===== src/rtl/hazard_scoreboard.sv =====
// Hazard unit beside ID: N-stage forward select, long-op register scoreboard and deferred redirect flush.
// Optional HAZARD_PERF_CNT_EN adds saturating stall-cycle and redirect-flush counters.
module hazard_scoreboard #(
    parameter int unsigned NUM_FWD_STAGES  = 3,
    parameter int unsigned REG_IDX_W       = 5,
    parameter int unsigned MAX_OUTSTANDING = 4,
    localparam int unsigned FSEL_W         = $clog2(NUM_FWD_STAGES + 1)
) (
    input  logic                                clk,
    input  logic                                rst_n,
    input  logic                                i_id_valid,
    input  logic [REG_IDX_W-1:0]                i_id_rs1,
    input  logic [REG_IDX_W-1:0]                i_id_rs2,
    input  logic                                i_id_uses_rs1,
    input  logic                                i_id_uses_rs2,
    input  logic [REG_IDX_W-1:0]                i_id_rd,
    input  logic                                i_id_writes_rd,
    input  logic                                i_id_is_long,
    input  logic [NUM_FWD_STAGES*REG_IDX_W-1:0] i_stg_rd,
    input  logic [NUM_FWD_STAGES-1:0]           i_stg_wr,
    input  logic [NUM_FWD_STAGES-1:0]           i_stg_rdy,
    input  logic                                i_lu_done,
    input  logic [REG_IDX_W-1:0]                i_lu_rd,
    input  logic                                i_all_ready,
    input  logic                                i_redirect,
    output logic [FSEL_W-1:0]                   o_fwd1_sel,
    output logic [FSEL_W-1:0]                   o_fwd2_sel,
    output logic                                o_ifid_stall,
    output logic [3:0]                          o_flush,
`ifdef HAZARD_PERF_CNT_EN
    output logic [31:0]                         o_perf_stall_cycles,
    output logic [31:0]                         o_perf_flush_events,
`endif
    output logic [2**REG_IDX_W-1:0]             o_lu_busy_vec
);

    localparam int unsigned NUM_REGS = 2**REG_IDX_W;
    localparam int unsigned CNT_W    = $clog2(MAX_OUTSTANDING + 1);

    logic [NUM_REGS-1:0]           r_busy;
    logic [CNT_W-1:0]              r_cnt;
    logic                          r_redirect_pending;

    logic [1:0][REG_IDX_W-1:0]     w_rs;
    logic [1:0]                    w_uses;
    logic [1:0][FSEL_W-1:0]        w_sel;
    logic [1:0]                    w_hit;
    logic [1:0]                    w_hit_rdy;
    logic [1:0]                    w_src_stall;
    logic                          w_waw_stall;
    logic                          w_struct_stall;
    logic                          w_hazard_stall;
    logic                          w_redirect_flush;
    logic                          w_stall_out;
    logic                          w_fire_long;
    logic [NUM_REGS-1:0]           w_busy_nxt;

    assign w_rs   = {i_id_rs2, i_id_rs1};
    assign w_uses = {i_id_uses_rs2, i_id_uses_rs1};

    // Scan oldest to youngest so the youngest matching stage is the last one written.
    always_comb begin
        w_sel       = '0;
        w_hit       = '0;
        w_hit_rdy   = '0;
        w_src_stall = '0;
        for (int s = 0; s < 2; s++) begin
            for (int k = NUM_FWD_STAGES; k >= 1; k--) begin
                if (w_uses[s] && (w_rs[s] != '0) && i_stg_wr[k-1] &&
                    (i_stg_rd[k*REG_IDX_W-1 -: REG_IDX_W] == w_rs[s])) begin
                    w_sel[s]     = FSEL_W'(k);
                    w_hit[s]     = 1'b1;
                    w_hit_rdy[s] = i_stg_rdy[k-1];
                end
            end
            if (w_uses[s] && (w_rs[s] != '0)) begin
                w_src_stall[s] = w_hit[s] ? ~w_hit_rdy[s] : r_busy[w_rs[s]];
            end
        end
    end

    assign w_waw_stall      = i_id_writes_rd && (i_id_rd != '0) && r_busy[i_id_rd];
    assign w_struct_stall   = i_id_is_long && (r_cnt == CNT_W'(MAX_OUTSTANDING));
    assign w_hazard_stall   = (|w_src_stall) || w_waw_stall || w_struct_stall;

    // Redirect flush wins over a hazard bubble in the same cycle.
    assign w_redirect_flush = i_all_ready && (i_redirect || r_redirect_pending);
    assign w_stall_out      = i_id_valid && i_all_ready && w_hazard_stall && !w_redirect_flush;
    assign w_fire_long      = i_id_valid && i_all_ready && !w_hazard_stall &&
                              !w_redirect_flush && i_id_is_long;

    assign o_fwd1_sel    = w_sel[0];
    assign o_fwd2_sel    = w_sel[1];
    assign o_ifid_stall  = w_stall_out;
    assign o_flush       = {1'b0, w_redirect_flush, w_redirect_flush | w_stall_out, w_redirect_flush};
    assign o_lu_busy_vec = r_busy;

    always_comb begin
        w_busy_nxt = r_busy;
        if (w_fire_long && (i_id_rd != '0)) begin
            w_busy_nxt[i_id_rd] = 1'b1;
        end
        if (i_lu_done) begin
            w_busy_nxt[i_lu_rd] = 1'b0;
        end
    end

    // Scoreboard bits and in-flight long-op count.
    always_ff @(posedge clk or negedge rst_n) begin
        if (!rst_n) begin
            r_busy <= '0;
            r_cnt  <= '0;
        end else begin
            r_busy <= w_busy_nxt;
            case ({w_fire_long, i_lu_done})
                2'b10:   r_cnt <= r_cnt + CNT_W'(1);
                2'b01:   r_cnt <= r_cnt - CNT_W'(1);
                default: r_cnt <= r_cnt;
            endcase
        end
    end

    // Holds a redirect seen during a memory stall until the pipeline can advance.
    always_ff @(posedge clk or negedge rst_n) begin
        if (!rst_n) begin
            r_redirect_pending <= 1'b0;
        end else if (i_all_ready) begin
            r_redirect_pending <= 1'b0;
        end else if (i_redirect) begin
            r_redirect_pending <= 1'b1;
        end
    end

`ifdef HAZARD_PERF_CNT_EN
    logic [31:0] r_perf_stall;
    logic [31:0] r_perf_flush;

    always_ff @(posedge clk or negedge rst_n) begin
        if (!rst_n) begin
            r_perf_stall <= '0;
            r_perf_flush <= '0;
        end else begin
            if (w_stall_out && (r_perf_stall != 32'hFFFF_FFFF)) begin
                r_perf_stall <= r_perf_stall + 32'd1;
            end
            if (w_redirect_flush && (r_perf_flush != 32'hFFFF_FFFF)) begin
                r_perf_flush <= r_perf_flush + 32'd1;
            end
        end
    end

    assign o_perf_stall_cycles = r_perf_stall;
    assign o_perf_flush_events = r_perf_flush;
`endif

    a_done_busy: assert property (@(posedge clk) disable iff (!rst_n)
        i_lu_done |-> r_busy[i_lu_rd]);
    a_no_underflow: assert property (@(posedge clk) disable iff (!rst_n)
        (i_lu_done && !w_fire_long) |-> (r_cnt != '0));
    a_no_set_clear: assert property (@(posedge clk) disable iff (!rst_n)
        !(w_fire_long && i_lu_done && (i_id_rd != '0) && (i_id_rd == i_lu_rd)));

endmodule

===== config.mk =====
export PLATFORM = sky130hd
export DESIGN_NAME = hazard_scoreboard
export DESIGN_NICKNAME = d
export VERILOG_FILES = /design/src/rtl/hazard_scoreboard.sv
export SDC_FILE = /design/constraint.sdc
export NUM_CORES = 1
export LEC_CHECK = 0
export ABC_AREA = 1
export CORE_MARGIN = 5
export CORE_UTILIZATION = 40
export DETAILED_ROUTE_END_ITERATION = 10
export GPL_TIMING_DRIVEN = 0
export PLACE_DENSITY_LB_ADDON = 0.3
export SLEW_MARGIN = 10
export SYNTH_ARGS = -nofsm -noshare
export SYNTH_HDL_FRONTEND = slang
export SYNTH_SLANG_ARGS = --single-unit

===== constraint.sdc =====
create_clock -name clk -period 4.05 [get_ports clk]
set_clock_uncertainty 0.2 [all_clocks]
set_input_delay 0.81 -clock clk [delete_from_list [all_inputs] [get_ports clk]]
set_output_delay 0.81 -clock clk [all_outputs]
set_load 0.05 [all_outputs]

==> run summary <==
The power density relative to cell area is 375 nW/µm². Static timing analysis puts the maximum clock frequency at 251 MHz. For the DRC violation count after routing, the log shows 0. The most common library cell in the layout ignoring fill and taps was nand2_1.

At the end of routability-driven placement, the weighted congestion stood at 0.947. The floorplan has 34 rows. The tools report the total internal power as 0.904 mW. Root cell of the clock tree: clkbuf_8. The number of pins exceeding their max-slew limit in the final report came out at 0. The run gives 682 as the post-synth net total. Kind of start point of the critical path: a primary input. Port buffering added 87 buffers.

Clock tree synthesis inserted a total of 5 buffers. The total of fill cells in the finished design was 896; the reported leakage power was 2.32 nW. The die covers 10,700 µm². Hold is met by 282 ps. At the pin with the least slew margin, the transition time is 815 ps. Setup violations remaining at the end of the flow were counted as 0. The most used flip-flop cell after synthesis was dfrtp_1. Maximum resistive drop on vdd: 0.320 mV.

Data on the critical path is required at its endpoint by 3040 ps. The arrival time at the worst endpoint is 2980 ps, and the number of hold violations in the final report is 0. In this run, the number of DRC markers left after iteration 0 of detailed routing was 266. Relative to the synthesized area, the layout overhead comes to 33.9%. The run gives 0 as the total grt overflow.

The post-synth design cell area is 3480 µm². The average wire per cell in the routed design is 15.9 µm, and the area of the placeable core is 8590 µm². The number of maximum-capacitance violations was 0; the net switching power of the design was 0.848 mW. The tools report the insertion delay to the later sink of the worst-skew pair as 280 ps. Sequential cells were found to cover 25.9% of the synthesized design area. The run finished with clean final reports. A synthesized cell averages 5.54 µm².

In this run, distinct cell masters in the synthesized netlist total 22. The tools report the sequential fraction of design power as 33.2%. The logs give 22 for the number of instances resized during post-cts repair and 24.6% for the total routing resource utilization after global routing. The first global-routing pass estimated 20,900 µm of wire.

The final critical-path required period came out at 3990 ps. Ratio of final minimum period to clock period: 98.4%. The largest fanout on the critical path is 10. From left edge to right edge, the die measures 103 µm.

92 I/O pins were placed. TritonCTS built the clock tree. The library cells used most frequently in the layout, excluding fill and tap cells, are nand2_1 (194), nand3_1 (120), nor2_1 (81). Dividing the detail-routed via count by the number of cells gives 5.50. The tools report the critical path capture point type as an output pin.

CTS built an H-tree with a depth of 2. The initial core utilization was 40.6%; the overall die height was 103 µm. The number of setup buffers added after CTS came out at 0.

The run gives 4,384 as the via count of the first global-routing pass. Setup repair after global routing could not meet its margin everywhere. The post-route netlist has 7.87% of its cells at a drive strength greater than 1. The detail route stage leaves a number of antenna-violating nets equal to 0. The maximum number of buffers from clock root to sink is 2, and the fraction of power spent switching nets is 48.4%. The routed design has 13,200 µm of wire. The clock-pin slew on the worst setup and hold paths is 70 ps. The number of antenna diodes in the final layout is 0. The logs give 0 for the initial antenna violation count and 629 for the number of instances in the synthesized netlist. In the final timing run, aggregate negative setup slack is 0 ps.

For this run, asynchronously set or reset flops after synthesis account for 100%. Count of hold-fix buffers inserted at cts: 0. The logs give 9930 µm for the detailed placer's ending HPWL and 4,580 for the routed via count. The synthesized design contains 36 register bits. Combinational cells account for 51.6% of the total power. The synthesized design contains 0 enable-type register cells. The tools report the number of nets in the layout as 776. The tools report the synthesis warning total as 0. The tools report the largest net degree at the start of global routing as 37. The critical path in this run is classified as in2out.

The path class of the tightest hold or removal check is reg2reg. Headroom to the max-slew limit came out at 45.7%. Before antenna repair, the detailed router went through 5 iterations. The clock net in this run drives a total of 36 sinks.

Of the total power, the clock network draws 15.2%.
-- cells in the mapped netlist, types with 4 or more instances --
| master | instances | share of area [%] |
|---|---|---|
| inv_1 | 74 | 8.0 |
| inv_2 | 10 | 1.1 |
| nor3_1 | 10 | 1.4 |
| nand3_1 | 121 | 17 |
| nor2_1 | 87 | 9.4 |
| nand4_1 | 8 | 1.4 |
| buf_4 | 6 | 1.3 |
| nand2_1 | 196 | 21 |
| o21ai_0 | 4 | 0.57 |
| xnor2_1 | 7 | 1.8 |
| a21oi_1 | 48 | 6.9 |
| dfrtp_1 | 36 | 26 |
| buf_2 | 12 | 1.7 |
-- worst max-delay path, stage by stage --
cell,delay (ps)
clkdlybuf4s50_1,550
nor2_1,130
clkbuf_4,230
nand2_1,70
nand4_1,90
nand2_1,70
nand2_1,50
nor2_1,130
nand2_1,80
a21oi_2,260
nand3_4,140
nand3_1,90
nand2_1,50
clkbuf_4,200
-- routing by layer --
metal | vias up | track usage (%) | part of all wire (%)
li1 | 2183 | - | -
met2 | 259 | 40.7 | 47
met3 | 36 | 3.09 | 9.8
met1 | 2102 | 32.0 | 41
met4 | 0 | 11.3 | 2.7
met5 | - | 0 | 0
-- kinds of logic (layout without fill, tap and decap cells) --
group,Yosys count,in the layout,share of synthesized area [%]
other cells,1,1,0.108
fa+ha+maj,2,2,0.934
simple gates,423,423,50.9
buf+inv,106,201,12.5
xor+xnor,7,7,1.76
flops,36,36,25.9
compound gates,54,54,7.90
-- through the flow --
stage,cells,util [%],setup slack [ps],power (mW),area (µm²)
6_report,832,54.3,63.4,1.75,4670
5_1_grt,832,54.3,-39.0,1.85,4670
4_1_cts,832,53.4,6.36,1.74,4590
3_5_place_dp,824,52.2,-767,1.47,4490
3_3_place_gp,824,52.3,-721,1.45,4490
2_1_floorplan,629,-,718,1.12,3480
-- cell type report --
cell class / count / area (µm²) / area share [%]
Inverter: 84 / 318 / 6.81
Sequential cell: 36 / 901 / 19.3
Buffer: 22 / 140 / 3.00
Timing Repair Buffer: 87 / 863 / 18.5
Multi-Input combinational cell: 487 / 2220 / 47.5
Tap cell: 108 / 135 / 2.90
Clock buffer: 8 / 90.1 / 1.93
-- power by group through the flow --
stage | combinational [mW] | sequential, mW | clock (mW)
final | 0.904 | 0.582 | 0.266
after detailed placement | 0.887 | 0.583 | 0
after global placement | 0.870 | 0.580 | 0
after CTS | 0.894 | 0.577 | 0.270
after global routing | 0.973 | 0.593 | 0.280
after floorplan | 0.320 | 0.796 | 0
-- final timing paths --
| check | startpoint | endpoint | slack [ps] | depth (start not counted) |
|---|---|---|---|---|
| setup / recovery | i_id_rd[1] | o_flush[1] | 60 | 14 |
| hold / removal | r_cnt[2]$_DFFE_PN0P_ | r_cnt[2]$_DFFE_PN0P_ | 280 | 1 |
| setup reg to reg | o_lu_busy_vec[19]$_DFF_PN0_ | r_cnt[1]$_DFFE_PN0P_ | 980 | 17 |
| hold reg to reg | r_cnt[2]$_DFFE_PN0P_ | r_cnt[2]$_DFFE_PN0P_ | 280 | 1 |
| max in group asynchronous | rst_n | o_lu_busy_vec[21]$_DFF_PN0_ | 2720 | 1 |
| min in group asynchronous | rst_n | r_cnt[0]$_DFFE_PN0P_ | 410 | 1 |
-- flip-flops by register name, indices dropped and copies added, names as in the netlist --
signal	flops
r_redirect_pending	1
o_lu_busy_vec	32
r_cnt	3
No activity file was read; power rests on OpenSTA's default activity.
==> edit 1, RTL diff (same flow settings) <==
`REG_IDX_W`: 5 -> 4.
--- a/src/rtl/hazard_scoreboard.sv
+++ b/src/rtl/hazard_scoreboard.sv
@@ -2,7 +2,7 @@
 // Optional HAZARD_PERF_CNT_EN adds saturating stall-cycle and redirect-flush counters.
 module hazard_scoreboard #(
     parameter int unsigned NUM_FWD_STAGES  = 3,
-    parameter int unsigned REG_IDX_W       = 5,
+    parameter int unsigned REG_IDX_W       = 4,
     parameter int unsigned MAX_OUTSTANDING = 4,
     localparam int unsigned FSEL_W         = $clog2(NUM_FWD_STAGES + 1)
 ) (
Ports: changed (6 resized); port bits go from 92 to 69. No check against the original RTL was run, so the function may have changed too.
==> edit 1 against the unedited design <==
Sequential cell count down 16; first-iteration DRC count shrank 14%; power shrank 47%; final area is 37% lower; synthesized cell count shrank 42%; synthesized area is 39% lower; sequential power is 49% lower; worst setup slack improved by 0.12 ns; critical path depth down 4; routed wire length is 45% lower; critical endpoint is now o_fwd2_sel[1].
==> edit 1: results (changes against the unedited design) <==
run status=finished clean; relative slew slack=37.7% (-8.0 points); max reg flops=16 (-50%); Synth top cells by count=90 x nand2_1, 62 x inv_1, 41 x nor2_1; sequential area share after synthesis=23.5% (-2.4 points); Finished Layout Cells=502 (-40%); gr usage total=20.7% (-3.9 points); Hold WC Path Type=reg -> reg; worst slack, placed=-0.739 ns (+0.0284 ns); htree depth=1 (-1); Iter 0 DRT Violations=229 (-14%); Syn Nets=409 (-40%); Unique masters post-synth=31 (+41%); Leak Pwr=0.00144 uW (-38%); share of cells above drive strength 1=8.10% (+0.23 points); Pint=497 uW (-45%); CP Max Fanout=3 (-7); largest net degree at the start of global routing=21 (-43%); top cells by area, synth=dfrtp_1 24%, nand2_1 16%, inv_1 11%, nor2_1 7.2%, nand3_1 7.1%; first-pass GRT wire length=12.1 mm (-42%); Peak VDD IR=212 uV (-34%); total CTS buffers=3 (-2); HPWL Detailed=5.75 mm (-42%); post-placement cell area=2850 um2 (-37%); Vias/cell=5.23 (-5.0%); routed len/inst=14.5 um (-8.8%); ant diodes=0 (unchanged); vias in the first global route=2,604 (-41%); buffers added on ports=63 (-28%); average size of a mapped cell=5.87 um2 (+5.9%); fill cell count=552 (-38%); Data arrival, critical path=2.86 ns (-0.12 ns); Final GP Congestion=0.918 (-3.0%); Layout Nets=480 (-38%)
-- edit 1: cell types whose count changed after synthesis, sizes merged, moves of 10 or more --
| cell | delta |
|---|---|
| inv | -21 |
| dfrtp | -16 |
| nand3 | -91 |
| a21oi | -19 |
| o21ai | +18 |
| nor2 | -43 |
| nand2 | -104 |
| nand4 | +10 |
-- edit 1: power by group through the flow --
stage | Sequential, uW | Combinational [uW] | Clock [uW]
5_1_grt | 302 | 547 | 143
2_1_floorplan | 386 | 215 | 0
3_3_place_gp | 295 | 483 | 0
4_1_cts | 292 | 494 | 133
3_5_place_dp | 296 | 493 | 0
6_report | 294 | 502 | 129
-- edit 1: cell type report --
type | instances | area [um2] | area share [%]
Timing Repair Buffer | 66 | 657 | 22.4
Clock buffer | 3 | 41.3 | 1.41
Tap cell | 70 | 87.6 | 2.98
Multi-Input combinational cell | 269 | 1330 | 45.4
Sequential cell | 20 | 500 | 17.1
Inverter | 63 | 236 | 8.06
Buffer | 11 | 81.3 | 2.77
-- edit 1: worst max-delay path, delay by kind of cell --
kind            cells  cell delay (ns)
compound gates      1             0.07
simple gates        6             0.58
buf+inv             3             1.39
-- edit 1: metal layers --
| metal | vias to the layer above | track usage, % | part of all wire [%] |
|---|---|---|---|
| li1 | 1311 | - | - |
| met1 | 1169 | 26.5 | 44 |
| met2 | 125 | 36.1 | 46 |
| met3 | 19 | 3.37 | 7.5 |
| met4 | 0 | 5.50 | 2.3 |
| met5 | - | 0 | 0 |
-- edit 1: through the flow --
step | total power (uW) | util, %
after global routing | 992 | 57.1
after floorplan | 601 | -
after global placement | 778 | 55.4
after detailed placement | 789 | 55.4
final | 925 | 57.1
after CTS | 920 | 56.3
-- edit 1: cells by family (layout without fill, tap and decap cells) --
group           after synthesis  count (layout)  synth area share, %
other cells                   1               1                0.176
flops                        20              20                 23.5
simple gates                198             198                 41.0
fa+ha+maj                     2               2                 1.53
xor+xnor                     12              12                 4.94
buf+inv                      74             143                 14.9
compound gates               56              56                 14.0
-- edit 1: final timing paths --
kind,startpoint,end,slack [ns],cells past startpoint
worst max-delay path,i_stg_rd[11],o_fwd2_sel[1],0.18,10
worst min-delay path,r_cnt[0],r_cnt[0],0.31,1
worst max register to register,r_redirect_pending,r_cnt[1],1.11,9
worst min register to register,r_cnt[0],r_cnt[0],0.31,1
max in group asynchronous,rst_n,o_lu_busy_vec[5],2.21,1
min in group asynchronous,rst_n,o_lu_busy_vec[15],0.87,1
-- edit 1: repair_timing --
| action | 4_1_cts | 5_1_grt |
|---|---|---|
| setup buffers | 0 | 3 |
| setup endpoints to repair | 3 | 5 |
| hold buffers | 0 | 0 |
| resized for setup | 17 | 11 |
| pin swaps | 0 | 2 |
==> edit 2, RTL diff (same flow settings) <==
Made on the original files. The option `HAZARD_PERF_CNT_EN` is turned on by a define.
--- a/src/rtl/hazard_scoreboard.sv
+++ b/src/rtl/hazard_scoreboard.sv
@@ -1,5 +1,7 @@
 // Hazard unit beside ID: N-stage forward select, long-op register scoreboard and deferred redirect flush.
 // Optional HAZARD_PERF_CNT_EN adds saturating stall-cycle and redirect-flush counters.
+`define HAZARD_PERF_CNT_EN
+
 module hazard_scoreboard #(
     parameter int unsigned NUM_FWD_STAGES  = 3,
     parameter int unsigned REG_IDX_W       = 5,
Behaviour (old outputs only; new: o_perf_flush_events and o_perf_stall_cycles): unchanged (equiv_simple and equiv_induct, registers matched by name and starting in step).
==> edit 2 against the unedited design <==
Maximum frequency grew 1.1%; routed wire length grew 82%; die area grew 97%; sequential cell count grew 64; power grew 100%; synthesized area grew 110%; combinational power grew 46%; utilization shrank 1.5 points; worst setup slack gained 0.043 ns; register-to-register slack gained 0.02 ns; global-route usage shrank 2.1 points; final area grew 100%; non-clock buffer count grew 79; largest cell class unchanged; critical endpoint is now o_fwd2_sel[0].
==> edit 2: results (changes against the unedited design) <==
relative slew slack=59.4% (+14 points); share of cells above drive strength 1=5.87% (-2.0 points); largest net degree at the start of global routing=85 (+130%); Leak Pwr=0.00442 uW (+90%); GR Layer Usage met1=31.1% (-0.88 points); Syn Nets=1,182 (+73%); HPWL Detailed=18.2 mm (+83%); Unique masters post-synth=33 (+50%); gr usage total=22.5% (-2.1 points); sequential area share after synthesis=34.2% (+8.4 points); run status=finished clean; Hold WC Path Type=in -> async; Peak VDD IR=500 uV (+56%); htree depth=3 (+1); Clock Latency Late Sink=0.36 ns (+0.08 ns); Iter 0 DRT Violations=629 (+140%); CP max-delay cell=dlygate4sd2_1; vias in the first global route=7,561 (+72%); Reg2Reg Setup Slack=1.00 ns (+0.02 ns); fill cell count=1,836 (+100%); Routed WL=24.0 mm (+82%); top cells by area, synth=dfrtp_1 34%, nand2_1 17%, nand3_1 12%, nor2_1 7.6%, inv_1 6.2%; buffers added on ports=149 (+71%); total vias in the final route=7,937 (+73%); Layout Nets=1,345 (+73%)
## edit 2: worst max-delay path by stage
stage | startpoint | endpoint | slack [ns]
floorplan | i_id_rs2[3] | o_fwd2_sel[0] | 0.54
global placement | rst_n | o_perf_flush_events[2] | -2.03
detailed placement | i_id_rs1[4] | o_ifid_stall | -0.91
CTS | i_id_rs1[1] | o_ifid_stall | 0.007
global route | i_id_rs1[1] | o_ifid_stall | -0.02
finish | i_id_rs2[1] | o_fwd2_sel[0] | 0.11
## edit 2: cell type report
| type | instances | area [um2] | share of cell area (%) |
|---|---|---|---|
| Buffer | 35 | 246 | 2.60 |
| Clock buffer | 10 | 239 | 2.52 |
| Clock inverter | 6 | 65.1 | 0.686 |
| Inverter | 128 | 488 | 5.15 |
| Multi-Input combinational cell | 863 | 4120 | 43.4 |
| Sequential cell | 100 | 2500 | 26.4 |
| Tap cell | 229 | 287 | 3.02 |
| Timing Repair Buffer | 153 | 1540 | 16.2 |
## edit 2: layer usage
metal	share of wire, %	vias to the layer above
li1	-	3927
met1	44	3641
met2	45	321
met3	7.9	48
met4	2.3	0
met5	0	-
## edit 2: timing repair
item | 4_1_cts | 5_1_grt
endpoints found under the setup margin | 6 | 3
setup buffers | 0 | 3
pin swaps | 0 | 1
cloned | 0 | 0
resized for setup | 21 | 18
## edit 2: cells by family (layout without fill, tap and decap cells)
kind of cell	after synthesis	after routing	share of synthesized area [%]
AOI/OAI and AO/OA	61	61	4.33
xor gates and xnor gates	64	64	7.67
adders and majority gates	4	4	0.788
buffers and inverters	164	332	9.76
DFF	100	100	34.2
other	1	1	0.0513
and+or+nand+nor	733	733	43.2
## edit 2: power breakdown
part	switching (uW)	internal, uW	leakage [uW]
combinational	868	451	0.00300
clock	431	454	0.000150
sequential	221	1140	0.00127
## edit 2: per-stage QoR
stage / setup TNS [ns] / total power (uW) / util, % / worst slack (ns) / cells
after floorplan: 0 / 2160 / - / 0.539 / 1127
after CTS: 0 / 3590 / 52.4 / 0.00698 / 1521
final: 0 / 3560 / 52.8 / 0.107 / 1524
after global placement: -204.24 / 2670 / 50.6 / -2.03 / 1505
after global routing: -0.0237 / 3750 / 52.8 / -0.0168 / 1524
after detailed placement: -2.38 / 2680 / 50.7 / -0.910 / 1506
